<file path="src/rtl/div_pkg.sv">
// Shared definitions for the iterative divider scheduler: FSM state encoding,
// default geometry and the quotient value reported for a zero divisor.
package div_pkg;

  localparam int unsigned DEF_WIDTH = 16;
  localparam int unsigned DEF_NREQ  = 2;

  // Wide all-ones source; users cast it down to their own WIDTH.
  localparam logic [63:0] DIV0_QUOTIENT = '1;

  typedef enum logic [1:0] {
    S_IDLE = 2'd0,
    S_CALC = 2'd1,
    S_DONE = 2'd2
  } state_t;

endpackage

</file>
<file path="src/rtl/div_rr_arbiter.sv">
// Round-robin request arbiter for the shared divider.
// Ports:
//   req_valid  in   NREQ  pending requests
//   ptr        in   ID_W  id granted last; search starts just after it
//   enable     in   1     arbitration allowed (divider idle)
//   grant      out  NREQ  one-hot grant (combinational)
//   grant_id   out  ID_W  encoded grant (combinational)
module div_rr_arbiter
  import div_pkg::*;
#(
  parameter int unsigned NREQ = DEF_NREQ,
  parameter int unsigned ID_W = $clog2(NREQ)
) (
  input  logic [NREQ-1:0] req_valid,
  input  logic [ID_W-1:0] ptr,
  input  logic            enable,
  output logic [NREQ-1:0] grant,
  output logic [ID_W-1:0] grant_id
);

  logic [ID_W-1:0] w_idx;
  logic            w_found;

  // Walk indices ptr+1, ptr+2, ... (wrapping) and take the first valid one.
  always_comb begin
    grant    = '0;
    grant_id = '0;
    w_found  = 1'b0;
    w_idx    = '0;
    for (int unsigned k = 1; k <= NREQ; k++) begin
      w_idx = ID_W'((32'(ptr) + k) % NREQ);
      if (enable && !w_found && req_valid[w_idx]) begin
        grant[w_idx] = 1'b1;
        grant_id     = w_idx;
        w_found      = 1'b1;
      end
    end
  end

endmodule

</file>
<file path="src/rtl/div_scheduler.sv">
// Shares one restoring shift-subtract unsigned divider (one quotient bit per
// cycle) between NREQ requesters; results return tagged with requester id.
// Ports:
//   clk, rst                     clock, synchronous active-high reset
//   req_valid/req_ready          per-requester handshake (ready is one-hot, combinational)
//   req_dividend/req_divisor     requester i at [i*WIDTH +: WIDTH]
//   rsp_valid/rsp_ready          response handshake
//   rsp_id/quotient/remainder    registered result, held until accepted
//   rsp_div0                     divisor was zero
//   busy                         an operation is in flight or being presented
module div_scheduler
  import div_pkg::*;
#(
  parameter  int unsigned WIDTH = DEF_WIDTH,
  parameter  int unsigned NREQ  = DEF_NREQ,
  localparam int unsigned ID_W  = $clog2(NREQ)
) (
  input  logic                  clk,
  input  logic                  rst,
  input  logic [NREQ-1:0]       req_valid,
  output logic [NREQ-1:0]       req_ready,
  input  logic [NREQ*WIDTH-1:0] req_dividend,
  input  logic [NREQ*WIDTH-1:0] req_divisor,
  output logic                  rsp_valid,
  input  logic                  rsp_ready,
  output logic [ID_W-1:0]       rsp_id,
  output logic [WIDTH-1:0]      rsp_quotient,
  output logic [WIDTH-1:0]      rsp_remainder,
  output logic                  rsp_div0,
  output logic                  busy
);

  localparam int unsigned CNT_W = $clog2(WIDTH);

  state_t          r_state, w_state_nxt;
  logic [ID_W-1:0] r_ptr, r_id, w_grant_id;
  logic [NREQ-1:0] w_grant;
  logic [WIDTH-1:0] r_dvd, r_dsr, r_rem;
  logic [WIDTH-1:0] w_sel_dvd, w_sel_dsr, w_rem_nxt;
  logic [WIDTH:0]  w_trial;
  logic            w_qbit, w_accept;
  logic [CNT_W-1:0] r_cnt;

  div_rr_arbiter #(.NREQ(NREQ), .ID_W(ID_W)) u_arb (
    .req_valid (req_valid),
    .ptr       (r_ptr),
    .enable    (r_state == S_IDLE),
    .grant     (w_grant),
    .grant_id  (w_grant_id)
  );

  assign req_ready = w_grant;
  assign w_accept  = |(w_grant & req_valid);
  assign w_sel_dvd = req_dividend[w_grant_id*WIDTH +: WIDTH];
  assign w_sel_dsr = req_divisor[w_grant_id*WIDTH +: WIDTH];
  assign busy      = (r_state != S_IDLE);

  // Partial remainder shifted up with the next dividend bit; kept WIDTH+1 wide
  // so the compare never overflows when the divisor is near full scale.
  assign w_trial   = {r_rem, r_dvd[WIDTH-1]};
  assign w_qbit    = (w_trial >= {1'b0, r_dsr});
  assign w_rem_nxt = w_qbit ? WIDTH'(w_trial - {1'b0, r_dsr}) : WIDTH'(w_trial);

  // Next-state logic
  always_comb begin
    w_state_nxt = r_state;
    case (r_state)
      S_IDLE:  if (w_accept) w_state_nxt = (w_sel_dsr == '0) ? S_DONE : S_CALC;
      S_CALC:  if (r_cnt == '0) w_state_nxt = S_DONE;
      S_DONE:  if (rsp_ready) w_state_nxt = S_IDLE;
      default: w_state_nxt = S_IDLE;
    endcase
  end

  // State register
  always_ff @(posedge clk) begin
    if (rst) r_state <= S_IDLE;
    else     r_state <= w_state_nxt;
  end

  // Datapath, rr pointer and registered response
  always_ff @(posedge clk) begin
    if (rst) begin
      r_ptr         <= ID_W'(NREQ - 1);
      r_id          <= '0;
      r_dvd         <= '0;
      r_dsr         <= '0;
      r_rem         <= '0;
      r_cnt         <= '0;
      rsp_valid     <= 1'b0;
      rsp_id        <= '0;
      rsp_quotient  <= '0;
      rsp_remainder <= '0;
      rsp_div0      <= 1'b0;
    end else begin
      case (r_state)
        S_IDLE: begin
          if (w_accept) begin
            r_ptr <= w_grant_id;
            r_id  <= w_grant_id;
            r_dvd <= w_sel_dvd;
            r_dsr <= w_sel_dsr;
            r_rem <= '0;
            r_cnt <= CNT_W'(WIDTH - 1);
            // Zero divisor bypasses the iteration entirely.
            if (w_sel_dsr == '0) begin
              rsp_valid     <= 1'b1;
              rsp_id        <= w_grant_id;
              rsp_quotient  <= WIDTH'(DIV0_QUOTIENT);
              rsp_remainder <= w_sel_dvd;
              rsp_div0      <= 1'b1;
            end
          end
        end
        S_CALC: begin
          // Quotient bits fill r_dvd from the bottom as dividend bits leave the top.
          r_rem <= w_rem_nxt;
          r_dvd <= {r_dvd[WIDTH-2:0], w_qbit};
          r_cnt <= r_cnt - CNT_W'(1);
          if (r_cnt == '0) begin
            rsp_valid     <= 1'b1;
            rsp_id        <= r_id;
            rsp_quotient  <= {r_dvd[WIDTH-2:0], w_qbit};
            rsp_remainder <= w_rem_nxt;
            rsp_div0      <= 1'b0;
          end
        end
        S_DONE: begin
          if (rsp_ready) rsp_valid <= 1'b0;
        end
        default: ;
      endcase
    end
  end

endmodule

</file>
<file path="config.mk">
export PLATFORM = sky130hd
export DESIGN_NAME = div_scheduler
export DESIGN_NICKNAME = d
export VERILOG_FILES = /design/src/rtl/div_pkg.sv /design/src/rtl/div_rr_arbiter.sv /design/src/rtl/div_scheduler.sv
export SDC_FILE = /design/constraint.sdc
export NUM_CORES = 1
export LEC_CHECK = 0
export ABC_AREA = 1
export CAP_MARGIN = 40
export CORE_ASPECT_RATIO = 1.75
export CORE_MARGIN = 10
export CORE_UTILIZATION = 53
export CTS_BUF_LIST = sky130_fd_sc_hd__clkbuf_16
export CTS_CLUSTER_DIAMETER = 100
export DETAILED_ROUTE_END_ITERATION = 8
export PLACE_DENSITY_LB_ADDON = 0.08
export SYNTH_ARGS = -nofsm -noshare
export SYNTH_HDL_FRONTEND = slang
export SYNTH_SLANG_ARGS = --single-unit
</file>
<file path="constraint.sdc">
create_clock -name clk -period 2.94 [get_ports clk]
set_input_delay 0.441 -clock clk [delete_from_list [all_inputs] [get_ports clk]]
set_output_delay 0.441 -clock clk [all_outputs]
set_load 0.02 [all_outputs]
</file>
Word level (Yosys, flattened, before mapping)

Cells that the tools add are included.

Output and inout bits: 38
Flip-flop bits (word level): 91
RAM bits: 0
Memories kept: 0
Input port bits: 69
Memory bits (read-only): 0
Logic and storage cells: 93
Bits in latches: 0

Divide/modulo/power cells: 0
$add $sub $neg: 4
Muxes and demuxes: 44
$mul: 0
Order comparisons: 5
Reduce and logical (&&, ||, !) cells: 18
Eq/ne operators: 6
Shift operators: 2
Bitwise operators: 2

Operators by type and width:

| operator                                                             | count |
|---|---|
| 16-bit two-way mux                                                   | 9 |
| 16-bit case mux with 2 select lines                                  | 4 |
| 32-bit by 6-bit indexed part select with 16-bit output               | 2 |
| 17-bit by 16-bit greater-or-equal comparator with 1-bit output       | 1 |
| 1-bit two-way mux                                                    | 17 |
| 16-bit zero test                                                     | 1 |
| 16-bit subtractor                                                    | 1 |
| 2-bit two-way mux                                                    | 6 |
| 2-bit inequality test, second input constant                         | 4 |
| 4-bit case mux with 2 select lines                                   | 1 |
| 2-bit case mux with 3 select lines                                   | 1 |
| 1-bit logical AND                                                    | 5 |
| 5-bit AND reduction                                                  | 1 |
| 4-bit zero test                                                      | 1 |
| 1-bit by 2-bit < comparator with 1-bit output, second input constant | 2 |
| 4-bit two-way mux                                                    | 1 |
| 1-bit case mux with 2 select lines                                   | 2 |
| 2-bit AND reduction                                                  | 2 |
| 4-bit AND reduction                                                  | 1 |
| 2-bit nonzero test                                                   | 2 |
| 4-bit by 1-bit subtractor with 4-bit output, second input constant   | 1 |
| 1-bit case mux with 3 select lines                                   | 1 |
| 3-bit AND reduction                                                  | 1 |
| 3-bit nonzero test                                                   | 1 |
| other kinds (10)                                                     | 13 |

Logic depth before layout (Yosys ltp)

Gate-level depths: netlist of the first run.

Word-level depth: 14
Mapped depth: 18
Gate-level depth less buffers: 16

Modules after synthesis

From an unflattened synthesis of the first run, not the netlist that was laid out.

Cells, all modules: 876
Area total of the unflattened synthesis: 5540.3 sq um

By module, submodules not included:

| module         | cells each | sequential area each (sq um) | instances | area an instance (sq um) |
|---|---|---|---|---|
| div_scheduler  | 870        | 1821.7                       | 1         | 5514.0 |
| div_rr_arbiter | 6          | 0.0                          | 1         | 26.3 |

Worst setup path before layout of the first run

No wires, ideal clock.

Path type: reg-to-reg
Start point: register r_state[0]
End point: register rsp_remainder[11]
Stages on the path, launching flop included: 18
Period minus slack after synthesis: 2.029 ns
Data arrival time: 1.916 ns
Required time: 2.827 ns
Setup time: 0.113 ns
Setup slack: 0.911 ns
Buffers on the path: 3
Path through: dfxtp_1 inv_1 ha_1 nand2_2 inv_2 buf_2 nand3_1 nand2_1 nor2_1 nand2_1 nor2_2 nand2_1 nand2_2 buf_6 buf_6 nand3_1 nor2_1 nor2_1

Word-level cells in the longest chain between the ends: 11
Elaborated cells between the ends (all ways): 25
Classes of those cells: eq/ne: 4; shift: 2; mux: 8; bitwise: 2; reduce/logical: 9

RTL lines:

| what                                                                                        | RTL line                                 | RTL |
|---|---|---|
| start: declaration                                                                          | div_scheduler.sv:35                      | `state_t r_state, w_state_nxt;` |
| start signal: assignment                                                                    | div_scheduler.sv:78                      | `else r_state <= w_state_nxt;` |
| 2-bit zero test                                                                             | div_scheduler.sv:47, div_scheduler.sv:96 |  |
| 1-bit logical AND                                                                           | div_rr_arbiter.sv:32                     | `if (enable && !w_found && req_valid[w_idx]) begin` |
| 1-bit two-way mux                                                                           | div_rr_arbiter.sv:32                     |  |
| 1-bit zero test                                                                             | div_rr_arbiter.sv:32                     |  |
| 1-bit logical AND (2 in series)                                                             | div_rr_arbiter.sv:32                     |  |
| 1-bit two-way mux or 2-bit two-way mux (tied branches)                                      | div_rr_arbiter.sv:32                     |  |
| 32-bit by 6-bit indexed part select with 16-bit output (tied with other cells)              | div_scheduler.sv:55                      | `assign w_sel_dsr = req_divisor[w_grant_id*WIDTH +: WIDTH];` |
| 16-bit zero test (tied with other cells)                                                    | div_scheduler.sv:106                     | `if (w_sel_dsr == '0) begin` |
| 2-bit inequality test (no source line) or 16-bit two-way mux (tied branches)                | -                                        |  |
| 4-bit AND reduction (no source line) or 16-bit case mux with 2 select lines (tied branches) | -                                        |  |
| end signal: assignment                                                                      | div_scheduler.sv:110                     | `rsp_remainder <= w_sel_dvd;` |
| end signal: assignment                                                                      | div_scheduler.sv:124                     | `rsp_remainder <= w_rem_nxt;` |
| end: declaration                                                                            | div_scheduler.sv:28                      | `output logic [WIDTH-1:0] rsp_remainder,` |

Several ways; a longest one is shown, not always the timed one. The select of a mux whose other input is x is not followed.
A chain may end at the register's enable or synchronous reset.

Worst setup path in the final report of the first run

Start point: register r_state[0]
End point: output req_ready[1]

Word-level cells in the longest chain between the ends: 7
Elaborated cells between the ends (all ways): 9
Classes of those cells: mux: 3; bitwise: 1; reduce/logical: 5

RTL lines:

| what                            | RTL line             | RTL |
|---|---|---|
| 2-bit zero test (*)             | div_scheduler.sv:47  | `.enable (r_state == S_IDLE),` |
| 1-bit logical AND               | div_rr_arbiter.sv:32 |  |
| 1-bit two-way mux               | div_rr_arbiter.sv:32 |  |
| 1-bit zero test                 | div_rr_arbiter.sv:32 |  |
| 1-bit logical AND (2 in series) | div_rr_arbiter.sv:32 |  |
| 2-bit two-way mux (*)           | div_rr_arbiter.sv:32 |  |
| end: declaration                | div_scheduler.sv:21  | `output logic [NREQ-1:0] req_ready,` |

Every way passes the cells marked *; elsewhere a longest branch is shown, timed or not.

==> impl_metrics.py, run 1 <==
metrics = {
    "critical_path": {
        "crit_buf_inv": 3,
        "crit_type": "flop to output port",
        "path_cells": "inv_1 -> ha_1 -> nand2_2 -> nor2_2 -> buf_4 -> clkdlybuf4s50_1",
        "crit_path_start_kind": "flop",
        "worst-path-max-fanout": 7,
        "worstSetupEndpointType": "output port",
        "required_ns": 2.50,
        "crit_path_top_delay_cell": "clkdlybuf4s50_1",
        "slowest_delay_ns": 0.61,
        "worstPathArrival_ns": 2.27,
        "cp_top_family": "buffers and inverters",
    },
    "floorplanning": {
        "rows": 50,
        "pin_count": 107,
        "core_mm2": 0.0108,
        "die_w_um": 99.5,
        "start_util_pct": 54.4,
        "die-area_mm2": 0.0158,
        "die_h_um": 159,
    },
    "cells_and_area": {
        "area_delta_synth_final_pct": 24.3,
        "finish.instance_area_mm2": 0.00728,
        "nNetsFinal": 1077,
        "diodes": 0,
        "fin_cells": 1121,
        "drive_gt1_share_pct": 8.88,
    },
    "clock_tree": {
        "cts_root_buffer": "clkbuf_16",
        "h-tree-depth": 3,
        "cts_max_path_buffers": 2,
        "clk_pin_slew_worst_paths_ns": 0.07,
        "clock_latency_ns": 0.35,
        "cts_tree": "built",
        "cts_buffers": 9,
        "cts_hold_buffers": 0,
        "cts.sinks": 91,
    },
    "logic_synthesis": {
        "synth_fp_nets": 993,
        "synth_top_family_by_area": "simple AND/OR/NAND/NOR gates",
        "postSynthCellCount": 903,
        "synth_compound_area_share_pct": 16.4,
        "avgSynthCellArea_um2": 6.49,
        "synth_ff_type": "dfxtp_1",
        "synth_edf_count": 0,
        "yosys.area_share.xor_xnor_pct": 1.20,
        "synth-simple-area-share_pct": 33.5,
        "synth_mux_area_share_pct": 0,
        "synthAdderAreaFrac_pct": 4.61,
        "yosys_warnings": 0,
        "async_flop_share_pct": 0,
        "synth_area_mm2": 0.00586,
        "ys_types": 33,
        "seq_area_frac_synth_pct": 31.1,
        "ys_ff_latch": 91,
    },
    "timing": {
        "finClkSkew_ns": 0.0101,
        "maxSlewHeadroom_pct": 52.9,
        "final-hold-violation-count": 0,
        "fin_tns_setup_ns": 0,
        "period_needed_ns": 2.71,
        "tightest_slew_ns": 0.705,
        "slew_violations": 0,
        "setup_viol": 0,
        "fmax_mhz": 369,
        "fin_crit_sh_pct": 92.1,
        "rsz0062_at_grt": "no",
    },
    "route": {
        "ant_nets": 0,
        "vias_per_cell": 5.32,
        "wl_um": 18100,
        "vias": 5969,
        "firstDrtPassIters": 5,
        "drt_iter0_markers": 328,
        "drc_errors": 0,
        "drt-wirelength-per-cell_um": 16.2,
    },
    "placement": {
        "place_congestion": 1.00,
        "post_dp_cell_area_mm2": 0.00699,
        "placed_cells": 1106,
        "hpwlAfterDp_um": 13900,
        "io_buffers": 106,
    },
    "pwr": {
        "ir_worst_vdd_uv": 773,
        "powerDensity_mw_per_mm2": 1320,
        "leakagePower_nw": 3.60,
        "power_w": 0.00963,
    },
    "global_routing": {
        "grt_pass1_vias": 6008,
        "antenna_found_initial": 0,
        "grt_max_degree": 64,
        "grt_pass1_wl_um": 29600,
        "grt_use_total_pct": 22.7,
        "grt_remaining_overflow": 0,
    },
    "hold_path": {
        "min_path_type": "flop to flop",
    },
    "run": {
        "max-cap-violations": 0,
    },
    "run_status": {
        "status": "finished clean",
    },
}
per-stage QoR:
stage          utilization, %  hold slack, ns  setup slack, ns
2_1_floorplan               -           0.431            0.911
5_1_grt                  67.7           0.485           0.0232
4_1_cts                  67.6           0.473            0.110
3_5_place_dp             64.9           0.455            0.148
3_3_place_gp             64.9           0.450            0.111
6_report                 67.7           0.471            0.232
final timing paths:
kind               startpoint               end  slack, ns  cells past startpoint
min          rsp_quotient[12]  rsp_quotient[12]       0.47                      2
max                r_state[0]      req_ready[1]       0.23                      6
min reg2reg  rsp_quotient[12]  rsp_quotient[12]       0.47                      2
max reg2reg          r_rem[4]          r_rem[5]       0.24                     11
flip-flops by register name, summed over array words and instances, names as in the netlist:
name           flops
r_ptr              1
rsp_remainder     16
r_dsr             16
rsp_id             1
r_state            2
rsp_quotient      16
r_dvd             16
rsp_div0           1
rsp_valid          1
r_rem             16
r_cnt              4
r_id               1
cell type report:
type | instances | area [um^2]
Clock buffer | 9 | 225
Clock inverter | 6 | 66.3
Fill cell | 992 | 3480
Inverter | 143 | 537
Multi-Input combinational cell | 621 | 3270
Sequential cell | 91 | 1820
Tap cell | 130 | 163
Timing Repair Buffer | 121 | 1200
per-layer routing:
| metal | GRT usage (%) | vias up | share of wire [%] |
|---|---|---|---|
| li1 | - | 3046 | - |
| met1 | 22.2 | 2702 | 36 |
| met2 | 42.9 | 178 | 55 |
| met3 | 4.30 | 43 | 5.2 |
| met4 | 11.8 | 0 | 4.5 |
| met5 | 0 | - | 0 |
report_power, final:
group | leakage [nW] | switching [W] | internal [W]
Combinational | 2.71 | 0.00413 | 0.00222
Sequential | 0.752 | 0.000352 | 0.00178
Clock | 0.136 | 0.000499 | 0.000655
Total | 3.60 | 0.00498 | 0.00465
layout by cell type (no fill, tap or decap), types with 2 or more instances in the layout:
cell	Yosys	routed
nand2_1	227	226
inv_1	140	140
clkdlybuf4s50_1	0	106
dfxtp_1	91	91
nor2_1	88	88
nand3_1	58	58
o21ai_0	51	51
a21oi_1	38	37
nand4_1	22	22
a21oi_2	18	19
nand3_2	19	19
ha_1	20	19
o21bai_1	17	17
o211ai_1	16	16
buf_4	1	13
or2_2	10	10
clkbuf_16	0	9
a221oi_1	8	8
xor2_1	6	6
a31oi_1	5	5
nand2_2	3	4
nor2_2	4	4
clkinv_1	2	3
nand3b_1	3	3
and2_1	3	3
xnor2_1	2	2
clkinvlp_4	0	2
buf_12	0	2
cells by family after synthesis:
logic type	count (synthesis)
fa+ha+maj	21
buf+inv	191
flops	91
xor+xnor	8
simple gates	438
compound gates	154
worst register-to-register path: cells and delay by family, from the launching register on:
kind / cells / cell delay (ns)
flops: 1 / 0.42
fa+ha+maj: 1 / 0.31
buf+inv: 1 / 0.05
compound gates: 2 / 0.26
simple gates: 7 / 1.56
repair_timing:
action / 4_1_cts / 5_1_grt
resized for setup: 0 / 1
endpoints found under the setup margin: 0 / 32
setup buffers: 0 / 0
synth_stat cells, drive strengths merged, types with 10 or more instances:
library cell	instances	share of area, %
a21oi	56	5.9
buf	16	2.0
clkbuf	32	2.1
dfxtp	91	31
ha	20	4.3
inv	141	9.0
nand2	231	15
nand3	77	8.2
nand4	22	2.3
nor2	92	6.1
o211ai	16	2.1
o21ai	51	4.4
o21bai	17	2.2
or2	10	1.1
Note: power is estimated with default switching activity, not from simulation.
==> run 2: changes to the inputs <==
CORE_MARGIN = 1   (was 10)
clock period = 3.05 ns   (was 2.94 ns; I/O delays follow)
==> impl_metrics.py, run 2 (synthesis gave the netlist of run 1 again) <==
metrics = {
    "run_status": {
        "status": "finished clean",
    },
    "global_routing": {
        "grt_pass1_vias": 5730,
        "grt_use_total_pct": 30.9,
        "antenna_found_initial": 0,
        "grt_pass1_wl_um": 26900,
        "grt_remaining_overflow": 0,
        "grt_max_degree": 64,
    },
    "timing": {
        "fmax_mhz": 382,
        "final-hold-violation-count": 0,
        "rsz0062_at_grt": "no",
        "period_needed_ns": 2.62,
        "maxSlewHeadroom_pct": 56.2,
        "fin_crit_sh_pct": 85.9,
        "fin_ws_ns": 0.431,
        "slew_violations": 0,
        "fin_tns_setup_ns": 0,
        "setup_viol": 0,
        "tightest_slew_ns": 0.656,
        "whs_ns": 0.469,
        "finClkSkew_ns": 0.00847,
    },
    "floorplanning": {
        "die_h_um": 141,
        "core_mm2": 0.0107,
        "pin_count": 107,
        "rows": 50,
        "die_w_um": 81.5,
        "start_util_pct": 54.7,
        "die-area_mm2": 0.0115,
    },
    "placement": {
        "hpwlAfterDp_um": 12700,
        "place_congestion": 0.934,
        "post_dp_cell_area_mm2": 0.00702,
        "placed_cells": 1109,
        "io_buffers": 106,
        "place_ws_ns": 0.298,
    },
    "critical_path": {
        "r2r_slack_ns": 0.65,
        "crit_path_start_kind": "input pin",
        "timing.rr.start": "r_state[0]",
        "r2r-end": "rsp_remainder[14]",
        "worstSetupEndpointType": "output port",
        "worst-path-max-fanout": 8,
        "crit_type": "input pin to output port",
        "required_ns": 2.59,
        "worstPathArrival_ns": 2.16,
        "r2r_cells": 17,
    },
    "route": {
        "ant_nets": 0,
        "drc_errors": 0,
        "drt-wirelength-per-cell_um": 15.0,
        "wl_um": 16900,
        "vias": 5986,
        "firstDrtPassIters": 5,
        "vias_per_cell": 5.33,
        "drt_iter0_markers": 265,
    },
    "hold_path": {
        "hp-start": "rsp_quotient[0]",
        "worstHoldPathCells": 2,
        "min_path_type": "flop to flop",
        "min_to": "rsp_quotient[0]",
    },
    "clock_tree": {
        "clk_pin_slew_worst_paths_ns": 0.07,
        "cts_hold_buffers": 0,
        "h-tree-depth": 3,
        "cts_max_path_buffers": 2,
        "cts.sinks": 91,
        "postCtsSetupRepairBufs": 0,
        "cts_buffers": 9,
        "cts_tree": "built",
        "cts_resized": 0,
        "cts_root_buffer": "clkbuf_16",
        "clock_latency_ns": 0.35,
    },
    "cells_and_area": {
        "area_delta_synth_final_pct": 25.6,
        "multi_input_area_mm2": 0.00327,
        "drive_gt1_share_pct": 9.15,
        "fillers": 927,
        "finish.instance_area_mm2": 0.00736,
        "regArea_mm2": 0.00182,
        "final_cell_mix": "nand2_1, inv_1, clkdlybuf4s50_1",
        "nNetsFinal": 1080,
        "fin_cells": 1124,
        "final_common_cell": "nand2_1",
        "diodes": 0,
    },
    "pwr": {
        "pwr-share-clk_pct": 13.6,
        "combinationalPowerShare_pct": 64.8,
        "ir_worst_vdd_uv": 671,
        "p_sw_share_pct": 49.9,
        "leakagePower_nw": 3.65,
        "intPower_w": 0.00473,
        "power_switching_w": 0.00470,
        "powerDensity_mw_per_mm2": 1280,
        "seqPwrFrac_pct": 21.6,
    },
    "run": {
        "max-cap-violations": 0,
    },
}
-- run 2: final cells by class --
type                            instances  area share [%]
Multi-Input combinational cell        621            44.4
Sequential cell                        91            24.8
Timing Repair Buffer                  124            16.8
Inverter                              143            7.29
Clock buffer                            9            3.06
Tap cell                              130            2.21
Clock inverter                          6            1.53
-- run 2: power groups by stage --
stage / Combinational [W] / Clock [W] / Sequential, W
2_1_floorplan: 0.00409 / 0 / 0.00221
3_3_place_gp: 0.00599 / 0 / 0.00205
4_1_cts: 0.00609 / 0.00129 / 0.00203
6_report: 0.00612 / 0.00128 / 0.00204
3_5_place_dp: 0.00605 / 0 / 0.00205
5_1_grt: 0.00679 / 0.00135 / 0.00208
-- run 2: how the worst max path moves through the flow --
stage | start | to | slack (ns) | depth (start not counted)
after floorplan | r_state[0] | rsp_remainder[11] | 1.02 | 17
after global placement | req_valid[1] | rsp_remainder[10] | 0.35 | 15
after detailed placement | req_valid[1] | rsp_remainder[10] | 0.30 | 15
after CTS | req_valid[0] | req_ready[1] | 0.44 | 5
after global routing | r_state[0] | rsp_valid | 0.32 | 17
final | req_valid[0] | req_ready[1] | 0.43 | 5
-- run 2: per-stage QoR --
step	util, %	power (W)
6_report	68.8	0.00944
5_1_grt	68.8	0.0102
4_1_cts	68.8	0.00942
3_5_place_dp	65.6	0.00810
3_3_place_gp	65.6	0.00804
2_1_floorplan	-	0.00630
-- run 2: critical path, cell delays in order --
cell	delay, ns
clkdlybuf4s50_1	0.42
nand2_1	0.15
inv_1	0.07
nor2_2	0.30
clkdlybuf4s50_1	0.75
-- run 2: routing by layer --
metal  up-vias  routed length, um  global-route usage (%)
li1       3046                  -                       -
met1      2733               6480                    32.4
met2       163               8880                    55.1
met3        44                615                    5.63
met4         0                894                    18.6
met5         -                  0                       0
